===== config.mk =====
export PLATFORM = sky130hd
export DESIGN_NAME = uart_tx_fifo
export DESIGN_NICKNAME = d
export VERILOG_FILES = /design/src/rtl/uart_tx_fifo.sv
export SDC_FILE = /design/constraint.sdc
export NUM_CORES = 1
export LEC_CHECK = 0
export BUFFER_PORTS_ARGS = -buffer_cell sky130_fd_sc_hd__buf_2
export CAP_MARGIN = 40
export CORE_AREA = 3 3 83 85
export CTS_CLUSTER_DIAMETER = 80
export CTS_CLUSTER_SIZE = 20
export DETAILED_ROUTE_END_ITERATION = 8
export DIE_AREA = 0 0 86 88
export GPL_TIMING_DRIVEN = 0
export HOLD_SLACK_MARGIN = 0.12
export PLACE_DENSITY = 0.65
export SYNTH_ARGS = -nofsm -noshare
export SYNTH_HDL_FRONTEND = slang
export SYNTH_SLANG_ARGS = --single-unit

===== constraint.sdc =====
create_clock -name iclk -period 3 [get_ports iclk]
set_clock_uncertainty 0.2 [all_clocks]
set_input_delay 0.9 -clock iclk [delete_from_list [all_inputs] [get_ports iclk]]
set_output_delay 0.9 -clock iclk [all_outputs]
set_load 0.05 [all_outputs]

===== src/rtl/uart_tx_fifo.sv =====
// UART 8N1 transmitter fed by a small byte FIFO; frames go out back-to-back while data is queued.
// Optional build macro UART_TX_PARITY_EN inserts an even-parity bit between data bit 7 and stop.
module uart_tx_fifo #(
    parameter int CLKS_PER_BIT = 10,
    parameter int FIFO_DEPTH   = 4
) (
    input  logic                          iclk,
    input  logic                          transmit_reset_n,
    input  logic                          wr_en,
    input  logic [7:0]                    wr_data,
    output logic                          fifo_full,
    output logic [$clog2(FIFO_DEPTH):0]   fifo_count,
    output logic                          busy,
    output logic                          overflow,
    output logic                          uart_transmit
);
    localparam int PTR_W  = $clog2(FIFO_DEPTH);
    localparam int BAUD_W = $clog2(CLKS_PER_BIT);

    typedef enum logic [2:0] {
        IDLE,
        START,
        DATA,
`ifdef UART_TX_PARITY_EN
        PARITY,
`endif
        STOP
    } state_t;

    state_t              state_reg, state_next;
    logic [BAUD_W-1:0]   baud_reg, baud_next;
    logic [2:0]          bit_reg, bit_next;
    logic                tx_reg, tx_next;
    logic [7:0]          tx_byte_reg, tx_byte_next;

    logic [7:0]          mem [FIFO_DEPTH];
    logic [PTR_W-1:0]    rd_ptr_reg, wr_ptr_reg;
    logic [PTR_W:0]      count_reg, count_next;
    logic                full_reg;
    logic                overflow_reg;

    logic                wr_accept;
    logic                pop;
    logic                baud_done;

    assign wr_accept = wr_en && !full_reg;
    assign baud_done = (baud_reg == BAUD_W'(CLKS_PER_BIT - 1));

    always_ff @(posedge iclk) begin
        if (wr_accept) begin
            mem[wr_ptr_reg] <= wr_data;
        end
    end

    always_comb begin
        count_next = count_reg;
        case ({wr_accept, pop})
            2'b10:   count_next = count_reg + (PTR_W+1)'(1);
            2'b01:   count_next = count_reg - (PTR_W+1)'(1);
            default: count_next = count_reg;
        endcase
    end

    // Frame sequencer: the FIFO head is popped on the same edge the start bit begins.
    always_comb begin
        state_next   = state_reg;
        baud_next    = baud_reg;
        bit_next     = bit_reg;
        tx_next      = tx_reg;
        tx_byte_next = tx_byte_reg;
        pop          = 1'b0;
        case (state_reg)
            IDLE: begin
                tx_next = 1'b1;
                if (count_reg != '0) begin
                    pop          = 1'b1;
                    tx_byte_next = mem[rd_ptr_reg];
                    tx_next      = 1'b0;
                    baud_next    = '0;
                    state_next   = START;
                end
            end
            START: begin
                if (baud_done) begin
                    baud_next  = '0;
                    bit_next   = '0;
                    tx_next    = tx_byte_reg[0];
                    state_next = DATA;
                end else begin
                    baud_next = baud_reg + BAUD_W'(1);
                end
            end
            DATA: begin
                if (baud_done) begin
                    baud_next = '0;
                    if (bit_reg == 3'd7) begin
`ifdef UART_TX_PARITY_EN
                        tx_next    = ^tx_byte_reg;
                        state_next = PARITY;
`else
                        tx_next    = 1'b1;
                        state_next = STOP;
`endif
                    end else begin
                        bit_next = bit_reg + 3'd1;
                        tx_next  = tx_byte_reg[bit_reg + 3'd1];
                    end
                end else begin
                    baud_next = baud_reg + BAUD_W'(1);
                end
            end
`ifdef UART_TX_PARITY_EN
            PARITY: begin
                if (baud_done) begin
                    baud_next  = '0;
                    tx_next    = 1'b1;
                    state_next = STOP;
                end else begin
                    baud_next = baud_reg + BAUD_W'(1);
                end
            end
`endif
            STOP: begin
                if (baud_done) begin
                    baud_next = '0;
                    if (count_reg != '0) begin
                        pop          = 1'b1;
                        tx_byte_next = mem[rd_ptr_reg];
                        tx_next      = 1'b0;
                        state_next   = START;
                    end else begin
                        tx_next    = 1'b1;
                        state_next = IDLE;
                    end
                end else begin
                    baud_next = baud_reg + BAUD_W'(1);
                end
            end
            default: begin
                tx_next    = 1'b1;
                baud_next  = '0;
                state_next = IDLE;
            end
        endcase
    end

    always_ff @(posedge iclk) begin
        if (!transmit_reset_n) begin
            state_reg    <= IDLE;
            baud_reg     <= '0;
            bit_reg      <= '0;
            tx_reg       <= 1'b1;
            tx_byte_reg  <= '0;
            rd_ptr_reg   <= '0;
            wr_ptr_reg   <= '0;
            count_reg    <= '0;
            full_reg     <= 1'b0;
            overflow_reg <= 1'b0;
        end else begin
            state_reg    <= state_next;
            baud_reg     <= baud_next;
            bit_reg      <= bit_next;
            tx_reg       <= tx_next;
            tx_byte_reg  <= tx_byte_next;
            count_reg    <= count_next;
            full_reg     <= (count_next == (PTR_W+1)'(FIFO_DEPTH));
            overflow_reg <= overflow_reg | (wr_en & full_reg);
            if (wr_accept) begin
                wr_ptr_reg <= wr_ptr_reg + PTR_W'(1);
            end
            if (pop) begin
                rd_ptr_reg <= rd_ptr_reg + PTR_W'(1);
            end
        end
    end

    assign fifo_full     = full_reg;
    assign fifo_count    = count_reg;
    assign busy          = (state_reg != IDLE);
    assign overflow      = overflow_reg;
    assign uart_transmit = tx_reg;
endmodule


### Yosys cells after proc, flatten, opt, wreduce, memory -nomap -nowiden

Memory sizes are Yosys's and may differ from the RTL's. A register that Yosys moved wholly into a read port is not among the register bits.
Index checks and enable logic that the tools add are counted.

* add/subtract/negate cells: 6
* magnitude comparators: 1
* equal/unequal tests: 14
* multiplexer cells: 33
* bitwise operators: 2
* reductions and logical operators: 12

Operators with widths (count)
* $mux W3: 8
* $mux W8: 2
* $pmux W8 S2: 1
* $ne A2 B2 Y1 const B: 6
* $pmux W3 S2: 2
* $pmux W3 S4: 1
* $mux W1: 11
* $mux W4: 2
* $pmux W4 S2: 1
* $add A3 B1 Y3 const B: 2
* $eq A3 B2 Y1 const B: 2
* $eq A3 B3 Y1 const B: 2
* $reduce_bool A3 Y1: 2
* $reduce_and A5 Y1: 1
* $add A2 B1 Y2 const B: 2
* $add A4 B1 Y4 const B: 1
* $eq A4 B4 Y1 const B: 1
* $lt A3 B4 Y1 const B: 1
* $mux W2: 2
* $pmux W1 S4: 1
* $reduce_and A4 Y1: 1
* $reduce_bool A2 Y1: 2
* $bmux W1 S3: 1
* $eq A3 B1 Y1 const B: 1
* 12 further kinds: 12

* bits in registers: 28
* memory bits (writable): 32
* input port bits: 11
* output and inout bits: 7
* word-level logic and storage cells: 79
* memories kept: 1

Memory list
* mem: depth 4, width 8, rd ports 1, clocked after memory_dff 1, write ports 1, line 36 `logic [7:0] mem [FIFO_DEPTH];`

### Depth between registers and ports, before layout

Gate-level depths: netlist (run 1).

* depth after elaboration: 7
* gate-level depth with buffers: 10
* gate-level depth less buffers: 10

### Worst setup path before layout (run 1)

Ideal clock, no wire load.

* kind: input-to-reg
* start point: in wr_en
* end point: reg full_reg, in the netlist fifo_full
* library setup time: 0.116 ns
* data arrival time: 2.410 ns
* data required time: 2.684 ns
* slack: 0.275 ns
* cell stages on the path: 9
* path buffers: 1
* cells stage by stage: nor2b_1 -> clkbuf_1 -> inv_1 -> ha_1 -> fa_1 -> xnor2_1 -> nor2_1 -> xor2_1 -> and3_1

* word-level cells in the longest chain between the ends: 4
* elaborated cells on any way between the ends: 5
* those cells by class: eq/ne (3); mux (1); reduce/logical (1)

Ends and longest elaborated chain
* start, declared: line 9 `input logic wr_en,`
* $logic_and A1 B1 Y1 (*): line 46 `assign wr_accept = wr_en && !full_reg;`
* $eq A2 B1 Y1 / $eq A2 B2 Y1 (equally long branches): line 57 `case ({wr_accept, pop})`
* $pmux W3 S2 (*): line 57
* $eq A3 B3 Y1 (*): line 166 `full_reg <= (count_next == (PTR_W+1)'(FIFO_DEPTH));`
* end signal, assigned: line 166
* end, declared: line 39 `logic full_reg;`

Mark *: on every way between the ends. The rest lies on a longest branch, timed or not.
A chain may end at the register's enable or synchronous reset.

### Final worst setup path (run 1)

Same ends and word-level chain as after synthesis.

==> run summary, run 1 <==
RSZ-0062 raised after global routing: false
Synth top cells by count: 32 x edfxtp_1, 29 x dfxtp_1, 15 x nand2_1, 14 x ha_1, 10 x o21ai_0
Met3 usage: 0.0423
Final net count: 262
Crit-path cells: buf_2 -> nor2b_1 -> clkbuf_1 -> inv_1 -> ha_1 -> fa_1 -> xnor2_1 -> nor2_1 -> xor2_1 -> and3_1
Clock network power share: 0.252
Mux contribution to synthesized area: 0.107
CTS clk-pin slew, worst paths: 0.08 ns
Worst EP required: 3.07 ns
GR Util met2: 0.217
Syn Inst Count: 209
Detailed Route Iter0 Violations: 78
Pleak: 1.17 nW
Clk root buf: clkbuf_8
Comb power frac: 0.348
GPL Wtd Cong: 0.743
Post-synth ARST share: 0
Max transition margin: 0.549
Clock buffer depth: 2
CP max stage delay: 0.38 ns
Post-route DRC violation count: 0
Simple-gate share of the synthesized area: 0.140
Post-CTS sizing: 0
Max FFs per register: 32
Synth Area in Compound Gates: 0.0693
CORE AREA: 0.00628 mm²
Post-synth EDFFs: 32
Clock latency on the worst-skew pair: 0.34 ns
Cell area after layout: 0.00312 mm²
Max-cap viol count: 0
Largest cells by area after synthesis: edfxtp_1 35%, dfxtp_1 21%, mux4_2 6.6%, ha_1 6.4%, and2_1 2.1%
Count of cell types in the netlist: 44
Number of antenna violations at the first check in global routing: 0
Largest net degree at the start of global routing: 13
Synth Register Bits: 61
Area share of fa/ha/maj cells after synthesis: 0.0711
Most common cell in the netlist: edfxtp_1
# port buffers: 16
Internal power: 1.84 mW
# fillers: 554
Detailed-route via count: 1627
CTS H-tree lvls: 3
IO Pins: 18
Synth warnings: 0
Number of vias per cell: 5.12
CP max FO: 8
Detailed Route WL: 4440 µm
Maximum VDD drop: 0.000575 V
Post-Syn Area per Cell: 13.1 µm²
Synth Cell Area: 0.00274 mm²
Area grow syn2layout: 13.7%
Worst-Margin Slew: 0.675 ns
Layout cells sized above 1: 0.220
CP startpoint kind: input pin
Register share of total power: 0.400
Family with the most delay on the worst path: adder cells
Antenna Cells: 0
# rows: 29
Routed wire per std cell: 14.0 µm
Cts bufs inserted: 9
Post-synthesis sequential area ratio: 0.562
Die Width: 86 µm
Pwr Density: 923 mW/mm²
Outcome: finished clean
Gr ovfl total: 0
Synth area leader: edfxtp_1
GRT Overall Usage: 0.134
Main combinational cell family by area after synthesis: simple AND/OR/NAND/NOR gates
Vias in the first global route: 1622
Switching Share: 0.360
Crit. End Element: flop
Initial Util: 0.437
Final hold vios: 0
HP Class: reg2reg
WP buf/inv: 3
Setup TNS: 0 ns
Worst setup path class: in2reg
Clock Sinks: 61
Fin crit share: 0.872
Syn Nets: 235
Global-route wire length before repair: 7650 µm
Die Y: 88 µm
Synth Area in XOR/XNOR: 0.0160
Worst path slowest cell: fa_1
Share of the synthesized area in the top cell type: 0.350
Reported net switching power: 1.04 mW
ANT nets after route: 0
Finish-stage setup viols: 0
DRT Pass-1 Iters: 4
Busiest grt layer: met2
Max-slew violations: 0
HPWL after detailed placement: 3050 µm
CTS tree: done
Post-synth top flop: edfxtp_1
Postcts setup bufs: 0
# hold bufs at CTS: 0
Crit path DAT: 2.69 ns
GRT met1 Usage: 0.163
Die Area: 0.00757 mm²
Peak Freq: 382 MHz
Util after Layout: 0.497
Tmin final: 2.62 ns
Placed cell areas: 0.00292 mm²
[cell usage in the layout, fill, tap and decap left out, drive strengths merged, types with 6 or more instances in the layout]
master / n
edfxtp: 32
nor2: 7
o21ai: 10
nand3: 9
mux4: 10
ha: 14
clkbuf: 16
inv: 8
nor2b: 8
a21oi: 6
nand2: 15
buf: 19
dfxtp: 29
and2: 9
[power groups by stage]
stage / Clock [mW] / Sequential (mW) / Combinational [mW]
final: 0.727 / 1.15 / 1.00
after global routing: 0.792 / 1.18 / 1.12
after CTS: 0.742 / 1.15 / 1.02
after detailed placement: 0 / 1.17 / 1.02
after global placement: 0 / 1.16 / 1.01
after floorplan: 0 / 1.23 / 0.734
[layout make-up]
type                       instances  area [µm²]  area share
inverter                           7        26.3     0.00842
timing repair buffer              16        80.1      0.0257
buffer                            10        70.1      0.0225
tap                               77        96.3      0.0309
sequential                        61        1540       0.494
clock buffer                       9         124      0.0397
multi-input combinational        131        1110       0.355
clock inverter                     7        75.1      0.0241
[metal layers]
metal,up-vias,share of wire
met2,20,0.48
met3,9,0.031
met1,775,0.47
met5,-,0
li1,823,-
met4,0,0.018
[final timing paths]
path / slack, ns / startpoint / end / cells after the start
hold / removal: 0.26 / tx_byte_reg[7]$_SDFFE_PN0P_ / tx_byte_reg[7]$_SDFFE_PN0P_ / 2
setup reg to reg: 0.46 / state_reg[1]$_SDFFE_PN0P_ / fifo_full$_SDFF_PN0_ / 8
setup / recovery: 0.38 / wr_en / fifo_full$_SDFF_PN0_ / 10
hold reg to reg: 0.26 / tx_byte_reg[7]$_SDFFE_PN0P_ / tx_byte_reg[7]$_SDFFE_PN0P_ / 2
[cell families after synthesis]
kind of cell	after synthesis
adders and majority gates	15
AOI/OAI and AO/OA	28
muxes	16
xor gates and xnor gates	5
and+or+nand+nor	67
DFF	61
buffers and inverters	17
[through the flow]
| stage | power (mW) | setup WS [ns] | cells | hold WS (ns) |
|---|---|---|---|---|
| 3_3_place_gp | 2.17 | 0.0579 | 302 | 0.241 |
| 4_1_cts | 2.92 | 0.400 | 318 | 0.262 |
| 2_1_floorplan | 1.97 | 0.275 | 209 | 0.231 |
| 6_report | 2.88 | 0.384 | 318 | 0.260 |
| 3_5_place_dp | 2.19 | 0.0543 | 302 | 0.249 |
| 5_1_grt | 3.08 | 0.259 | 318 | 0.285 |
[worst register-to-register path: stages (launching register included)]
cell      delay, ns
dfxtp_1        0.39
ha_1           0.24
nand4b_1       0.19
a211oi_2       0.37
ha_1           0.26
fa_1           0.44
nor2_1         0.10
a22o_1         0.12
and3_1         0.17
Power figures use the tool's default switching activity.
==> run 2: changes to the inputs <==
--- a/config.mk
+++ b/config.mk
@@ -7,14 +7,16 @@
 export LEC_CHECK = 0
 export BUFFER_PORTS_ARGS = -buffer_cell sky130_fd_sc_hd__buf_2
 export CAP_MARGIN = 40
-export CORE_AREA = 3 3 83 85
+export CELL_PAD_IN_SITES_DETAIL_PLACEMENT = 2
+export CELL_PAD_IN_SITES_GLOBAL_PLACEMENT = 2
+export CORE_AREA = 3 3 85 87
 export CTS_CLUSTER_DIAMETER = 80
 export CTS_CLUSTER_SIZE = 20
 export DETAILED_ROUTE_END_ITERATION = 8
-export DIE_AREA = 0 0 86 88
+export DIE_AREA = 0 0 88 90
 export GPL_TIMING_DRIVEN = 0
 export HOLD_SLACK_MARGIN = 0.12
-export PLACE_DENSITY = 0.65
+export PLACE_DENSITY = 0.82
 export SYNTH_ARGS = -nofsm -noshare
 export SYNTH_HDL_FRONTEND = slang
 export SYNTH_SLANG_ARGS = --single-unit
==> run summary, run 2 (synthesis results as in run 1) <==
Internal power: 1.85 mW (was 1.84 mW)
Max FFs per register: 32 (unchanged)
ANT nets after route: 0 (unchanged)
RSZ-0062 raised after global routing: false (unchanged)
Pleak: 1.16 nW (was 1.17 nW)
# fillers: 634 (was 554)
Tmin final: 2.70 ns (was 2.62 ns)
# port buffers: 16 (unchanged)
Pwr Density: 958 mW/mm² (was 923 mW/mm²)
DRT Pass-1 Iters: 4 (unchanged)
Worst path slowest cell: fa_1 (unchanged)
CORE AREA: 0.00642 mm² (was 0.00628 mm²)
Number of vias per cell: 5.38 (was 5.12)
CP max stage delay: 0.39 ns (was 0.38 ns)
Reg area: 0.00154 mm² (unchanged)
Finish-stage setup viols: 0 (unchanged)
HPWL after detailed placement: 4380 µm (was 3050 µm)
Maximum VDD drop: 0.000443 V (was 0.000575 V)
Worst-Margin Slew: 0.797 ns (was 0.675 ns)
CP max FO: 8 (unchanged)
Die Width: 88 µm (was 86 µm)
Max-slew violations: 0 (unchanged)
Switching Share: 0.382 (was 0.360)
Postcts setup bufs: 0 (unchanged)
Worst EP required: 3.08 ns (was 3.07 ns)
Antenna Cells: 0 (unchanged)
Die Y: 90 µm (was 88 µm)
Layout cells sized above 1: 0.220 (unchanged)
Global-route wire length before repair: 10200 µm (was 7650 µm)
Clock buffer depth: 2 (unchanged)
Worst hold margin: 0.272 ns (was 0.260 ns)
Gr ovfl total: 0 (unchanged)
CTS H-tree lvls: 3 (unchanged)
Peak Freq: 370 MHz (was 382 MHz)
Clock latency on the worst-skew pair: 0.34 ns (about the same)
CTS tree: done (unchanged)
Worst setup path class: in2reg (unchanged)
Routed wire per std cell: 19.6 µm (was 14.0 µm)
GPL Wtd Cong: 0.684 (was 0.743)
CTS clk-pin slew, worst paths: 0.07 ns (was 0.08 ns)
Post-route DRC violation count: 0 (unchanged)
Comb power frac: 0.362 (was 0.348)
Cts bufs inserted: 9 (unchanged)
GRT Overall Usage: 0.173 (was 0.134)
Outcome: finished clean (unchanged)
Largest net degree at the start of global routing: 13 (unchanged)
IO Pins: 18 (unchanged)
Final hold vios: 0 (unchanged)
Fin cells: 318 (unchanged)
Max transition margin: 0.467 (was 0.549)
Initial Util: 0.427 (was 0.437)
Commonest non-fill, non-tap cell in the layout: edfxtp_1 (unchanged)
Vias in the first global route: 1927 (was 1622)
Reported net switching power: 1.14 mW (was 1.04 mW)
Clk root buf: clkbuf_8 (unchanged)
Final net count: 262 (unchanged)
Setup TNS: 0 ns (unchanged)
# hold bufs at CTS: 0 (unchanged)
Dpl cells: 302 (unchanged)
Crit path DAT: 2.78 ns (was 2.69 ns)
HP Class: reg2reg (unchanged)
Crit. End Element: flop (unchanged)
Detailed-route via count: 1711 (was 1627)
Area grow syn2layout: 13.7% (unchanged)
Fin crit share: 0.901 (was 0.872)
Crit-path cells: buf_2 -> nor2b_1 -> clkbuf_1 -> inv_1 -> ha_1 -> fa_1 -> xnor2_1 -> nor2_1 -> xor2_1 -> and3_1 (unchanged)
Util after Layout: 0.486 (was 0.497)
Number of antenna violations at the first check in global routing: 0 (unchanged)
# rows: 29 (unchanged)
Die Area: 0.00792 mm² (was 0.00757 mm²)
Most frequent cells in the layout: 32 x edfxtp_1, 29 x dfxtp_1, 17 x buf_2 (unchanged)
Detailed Route Iter0 Violations: 43 (was 78)
Detailed Route WL: 6240 µm (was 4440 µm)
Multi-input gate area: 0.00111 mm² (unchanged)
Max-cap viol count: 0 (unchanged)
CP startpoint kind: input pin (unchanged)
Clock network power share: 0.249 (was 0.252)
Clock Sinks: 61 (unchanged)
Register share of total power: 0.389 (was 0.400)
Post-CTS sizing: 0 (unchanged)
-- run 2: cell types whose count changed in the layout (fill, tap and decap cells not counted), sizes merged --
cell	delta
clkinv	-3
clkinvlp	+3
-- run 2: through the flow --
stage	worst slack (ns)	cell area, µm²	power (mW)
CTS	0.253	3120	3.02
global placement	0.0283	2920	2.18
global route	0.102	3120	3.18
finish	0.296	3120	2.99
detailed placement	-0.0149	2920	2.26
floorplan	0.275	2740	1.97
-- run 2: power by group through the flow --
stage	sequential, mW	combinational (mW)	clock [mW]
2_1_floorplan	1.23	0.734	0
6_report	1.16	1.08	0.744
4_1_cts	1.17	1.10	0.755
3_5_place_dp	1.18	1.07	0
3_3_place_gp	1.17	1.02	0
5_1_grt	1.19	1.20	0.787
-- run 2: cell type report --
| type | count | area share |
|---|---|---|
| buffer | 10 | 0.0225 |
| sequential | 61 | 0.494 |
| clock buffer | 9 | 0.0397 |
| clock inverter | 7 | 0.0241 |
| tap | 77 | 0.0309 |
| timing repair buffer | 16 | 0.0257 |
| multi-input combinational | 131 | 0.355 |
| inverter | 7 | 0.00842 |
-- run 2: layer usage --
metal | global-route usage | part of all wire
met1 | 0.223 | 0.48
met2 | 0.281 | 0.49
met3 | 0.0274 | 0.015
met4 | 0.0806 | 0.020
met5 | 0 | 0
-- run 2: final timing paths --
| path | startpoint | end | slack, ns | depth (start not counted) |
|---|---|---|---|---|
| setup / recovery | wr_en | fifo_full$_SDFF_PN0_ | 0.30 | 10 |
| hold / removal | tx_byte_reg[7]$_SDFFE_PN0P_ | tx_byte_reg[7]$_SDFFE_PN0P_ | 0.27 | 2 |
| setup reg to reg | state_reg[1]$_SDFFE_PN0P_ | fifo_full$_SDFF_PN0_ | 0.35 | 8 |
| hold reg to reg | tx_byte_reg[7]$_SDFFE_PN0P_ | tx_byte_reg[7]$_SDFFE_PN0P_ | 0.27 | 2 |
-- run 2: worst max-delay path, delay by kind of cell --
kind                     cells  cell delay, ns
buffers and inverters        3            0.49
AND/OR/NAND/NOR              3            0.43
XOR/XNOR                     2            0.30
adder cells (fa/ha/maj)      2            0.65
==> run 3: changes to the inputs <==
==> config.mk (replaced) <==
export PLATFORM = sky130hd
export DESIGN_NAME = uart_tx_fifo
export DESIGN_NICKNAME = d
export VERILOG_FILES = /design/src/rtl/uart_tx_fifo.sv
export SDC_FILE = /design/constraint.sdc
export NUM_CORES = 1
export LEC_CHECK = 0
export ABC_AREA = 1
export BUFFER_PORTS_ARGS = -buffer_cell sky130_fd_sc_hd__buf_2
export CAP_MARGIN = 40
export CELL_PAD_IN_SITES_DETAIL_PLACEMENT = 2
export CELL_PAD_IN_SITES_GLOBAL_PLACEMENT = 2
export CORE_AREA = 3 3 90 92
export CTS_CLUSTER_DIAMETER = 80
export CTS_CLUSTER_SIZE = 20
export DETAILED_ROUTE_END_ITERATION = 8
export DIE_AREA = 0 0 93 95
export GPL_TIMING_DRIVEN = 0
export HOLD_SLACK_MARGIN = 0.12
export PLACE_DENSITY = 0.81
export SYNTH_ARGS = -nofsm -noshare
export SYNTH_HDL_FRONTEND = slang
export SYNTH_SLANG_ARGS = --single-unit
==> run summary, run 3 <==
Power consumption: 2.66 mW (was 2.99 mW)
Family with the most delay on the worst path: adder cells (unchanged)
GPL Wtd Cong: 0.778 (was 0.684)
WP buf/inv: 2 (was 3)
Main combinational cell family by area after synthesis: simple AND/OR/NAND/NOR gates (unchanged)
Peak Freq: 374 MHz (was 370 MHz)
RSZ-0062 raised after global routing: false (unchanged)
Die Width: 93 µm (was 88 µm)
ANT nets after route: 0 (unchanged)
Commonest non-fill, non-tap cell in the layout: nor2_1 (was edfxtp_1)
CTS tree: done (unchanged)
Tmin final: 2.67 ns (was 2.70 ns)
Maximum VDD drop: 0.000403 V (was 0.000443 V)
Worst path slowest cell: fa_1 (unchanged)
Largest cells by area after synthesis: edfxtp_1 35%, dfxtp_1 21%, nor2_1 6.7%, ha_1 6.3%, o21ai_0 5.2% (was edfxtp_1 35%, dfxtp_1 21%, mux4_2 6.6%, ha_1 6.4%, and2_1 2.1%)
Synth Register Bits: 61 (unchanged)
HP Class: reg2reg (unchanged)
Layout cells sized above 1: 0.169 (was 0.220)
# hold bufs at CTS: 0 (unchanged)
Die Y: 95 µm (was 90 µm)
Largest net degree at the start of global routing: 14 (was 13)
CP max FO: 4 (was 8)
GRT Overall Usage: 0.165 (was 0.173)
Clock latency on the worst-skew pair: 0.35 ns (was 0.34 ns)
# fillers: 821 (was 634)
Share of the synthesized area in the top cell type: 0.348 (was 0.350)
Reg2reg path depth: 14 (was 8)
Count of cell types in the netlist: 35 (was 44)
Synth Area in Compound Gates: 0.125 (was 0.0693)
Final net count: 341 (was 262)
Vias in the first global route: 2289 (was 1927)
Finish-stage setup viols: 0 (unchanged)
WHS Path Cells: 2 (unchanged)
Routed wire per std cell: 15.9 µm (was 19.6 µm)
Most common cell in the netlist: nor2_1 (was edfxtp_1)
CORE AREA: 0.00729 mm² (was 0.00642 mm²)
Worst hold margin: 0.248 ns (was 0.272 ns)
Gr ovfl total: 0 (unchanged)
Initial Util: 0.379 (was 0.427)
Crit-path cells: inv_1 -> ha_1 -> nand3_2 -> inv_1 -> a21oi_2 -> nor3_4 -> ha_1 -> fa_1 -> a21oi_1 -> o21ai_0 -> nand2_1 -> nand2_1 -> nor2_1 -> and3_1 (was buf_2 -> nor2b_1 -> clkbuf_1 -> inv_1 -> ha_1 -> fa_1 -> xnor2_1 -> nor2_1 -> xor2_1 -> and3_1)
Syn Nets: 313 (was 235)
Post-synthesis sequential area ratio: 0.557 (was 0.562)
Crit. End Element: flop (unchanged)
Cell area after layout: 0.00316 mm² (was 0.00312 mm²)
Detailed Route Iter0 Violations: 34 (was 43)
Fin crit share: 0.892 (was 0.901)
Max FFs per register: 32 (unchanged)
Worst setup path class: reg2reg (was in2reg)
Synth top cells by count: 49 x nor2_1, 36 x nand2_1, 32 x edfxtp_1, 32 x inv_1 (was 32 x edfxtp_1, 29 x dfxtp_1, 15 x nand2_1, 14 x ha_1, 10 x o21ai_0)
Detailed-route via count: 2051 (was 1711)
Max transition margin: 0.429 (was 0.467)
Area grow syn2layout: 14.1% (was 13.7%)
Crit path DAT: 2.76 ns (was 2.78 ns)
Setup TNS: 0 ns (unchanged)
Clock buffer depth: 2 (unchanged)
CTS clk-pin slew, worst paths: 0.08 ns (was 0.07 ns)
# port buffers: 17 (was 16)
Global-route wire length before repair: 11100 µm (was 10200 µm)
Util after Layout: 0.433 (was 0.486)
Cts bufs inserted: 9 (unchanged)
Number of antenna violations at the first check in global routing: 0 (unchanged)
Synth warnings: 0 (unchanged)
Placed cell areas: 0.00297 mm² (was 0.00292 mm²)
HPWL after detailed placement: 4630 µm (was 4380 µm)
CP max stage delay: 0.40 ns (was 0.39 ns)
Synth Cell Area: 0.00277 mm² (was 0.00274 mm²)
CP startpoint kind: flop (was input pin)
Synth Area in XOR/XNOR: 0.00633 (was 0.0160)
Number of vias per cell: 4.89 (was 5.38)
Clk root buf: clkbuf_8 (unchanged)
Post-synth ARST share: 0 (unchanged)
Post-route DRC violation count: 0 (unchanged)
Syn Inst Count: 287 (was 209)
Outcome: finished clean (unchanged)
Pleak: 1.28 nW (was 1.16 nW)
Post-CTS sizing: 0 (unchanged)
Detailed Route WL: 6660 µm (was 6240 µm)
Synth area leader: edfxtp_1 (unchanged)
Die Area: 0.00884 mm² (was 0.00792 mm²)
# rows: 31 (was 29)
Post-synth EDFFs: 32 (unchanged)
Simple-gate share of the synthesized area: 0.168 (was 0.140)
Antenna Cells: 0 (unchanged)
Post-Syn Area per Cell: 9.63 µm² (was 13.1 µm²)
Post-synth top flop: edfxtp_1 (unchanged)
Max-cap viol count: 0 (unchanged)
Worst-Margin Slew: 0.854 ns (was 0.797 ns)
Area share of fa/ha/maj cells after synthesis: 0.0706 (was 0.0711)
Worst EP required: 3.09 ns (was 3.08 ns)
DRT Pass-1 Iters: 4 (unchanged)
Final hold vios: 0 (unchanged)
Pwr Density: 843 mW/mm² (was 958 mW/mm²)
Postcts setup bufs: 0 (unchanged)
Most frequent cells in the layout: 49 x nor2_1, 36 x nand2_1, 32 x inv_1, 32 x edfxtp_1 (was 32 x edfxtp_1, 29 x dfxtp_1, 17 x buf_2)
Clock Sinks: 61 (unchanged)
Mux contribution to synthesized area: 0.00362 (was 0.107)
Levels on crit path: 14 (was 10)
Max-slew violations: 0 (unchanged)
IO Pins: 18 (unchanged)
CTS H-tree lvls: 3 (unchanged)
==> run 3: changes by cell type after synthesis, sizes merged, moves of 4 or more <==
cell	delta
clkbuf	-7
mux2i	-4
inv	+28
nand2	+22
nor2b	-8
buf	+4
mux4	-10
and2	-9
nor2	+44
a21boi	-4
o21ai	+23
a21oi	+14
==> run 3: cell families (layout without fill, tap and decap cells) <==
group                    after synthesis  after routing
AO/OA/AOI/OAI                         60             60
XOR/XNOR                               2              2
adder cells (fa/ha/maj)               15             15
buffers and inverters                 43             76
flip-flops                            61             61
multiplexers                           1              1
AND/OR/NAND/NOR                      105            105
==> run 3: path summary, 6_finish.rpt <==
| kind | start | end | slack [ns] |
|---|---|---|---|
| max | baud_reg[1]$_SDFFE_PN0P_ | fifo_full$_SDFF_PN0_ | 0.33 |
| min | tx_byte_reg[3]$_SDFFE_PN0P_ | tx_byte_reg[3]$_SDFFE_PN0P_ | 0.25 |
| max reg2reg | baud_reg[1]$_SDFFE_PN0P_ | fifo_full$_SDFF_PN0_ | 0.33 |
| min reg2reg | tx_byte_reg[3]$_SDFFE_PN0P_ | tx_byte_reg[3]$_SDFFE_PN0P_ | 0.25 |
==> run 3: worst reg2reg max path: stages (launching register included) <==
cell	delay [ns]
dfxtp_1	0.36
inv_1	0.07
ha_1	0.19
nand3_2	0.12
inv_1	0.10
a21oi_2	0.18
nor3_4	0.07
ha_1	0.23
fa_1	0.40
a21oi_1	0.14
o21ai_0	0.12
nand2_1	0.08
nand2_1	0.04
nor2_1	0.14
and3_1	0.17
==> run 3: layout make-up <==
class                           instances  area, µm²  share of cell area
Clock inverter                          7       57.6              0.0182
Tap cell                               99        124              0.0393
Timing Repair Buffer                   17       85.1              0.0270
Buffer                                  7       55.1              0.0174
Sequential cell                        61       1540               0.489
Clock buffer                            9        124              0.0393
Multi-Input combinational cell        183       1030               0.328
Inverter                               36        135              0.0428
==> run 3: layer usage <==
| metal | share of wire | vias up | track usage |
|---|---|---|---|
| met3 | 0.030 | 6 | 0.0502 |
| met4 | 0.0092 | 0 | 0.0476 |
| li1 | - | 1010 | - |
| met1 | 0.43 | 1006 | 0.185 |
| met2 | 0.53 | 29 | 0.304 |
| met5 | 0 | - | 0 |
==> run 3: per-stage QoR <==
step	instances	worst slack, ns
floorplan	287	0.384
global placement	403	0.0521
detailed placement	403	0.0148
CTS	419	0.290
global route	419	0.0573
finish	419	0.325
==> run 3: report_power, final <==
group          switching [mW]  internal, mW  leakage (nW)
Sequential             0.0757          1.00         0.531
Clock                   0.382         0.312        0.0886
Combinational           0.602         0.287         0.662
Total                    1.06          1.60          1.28
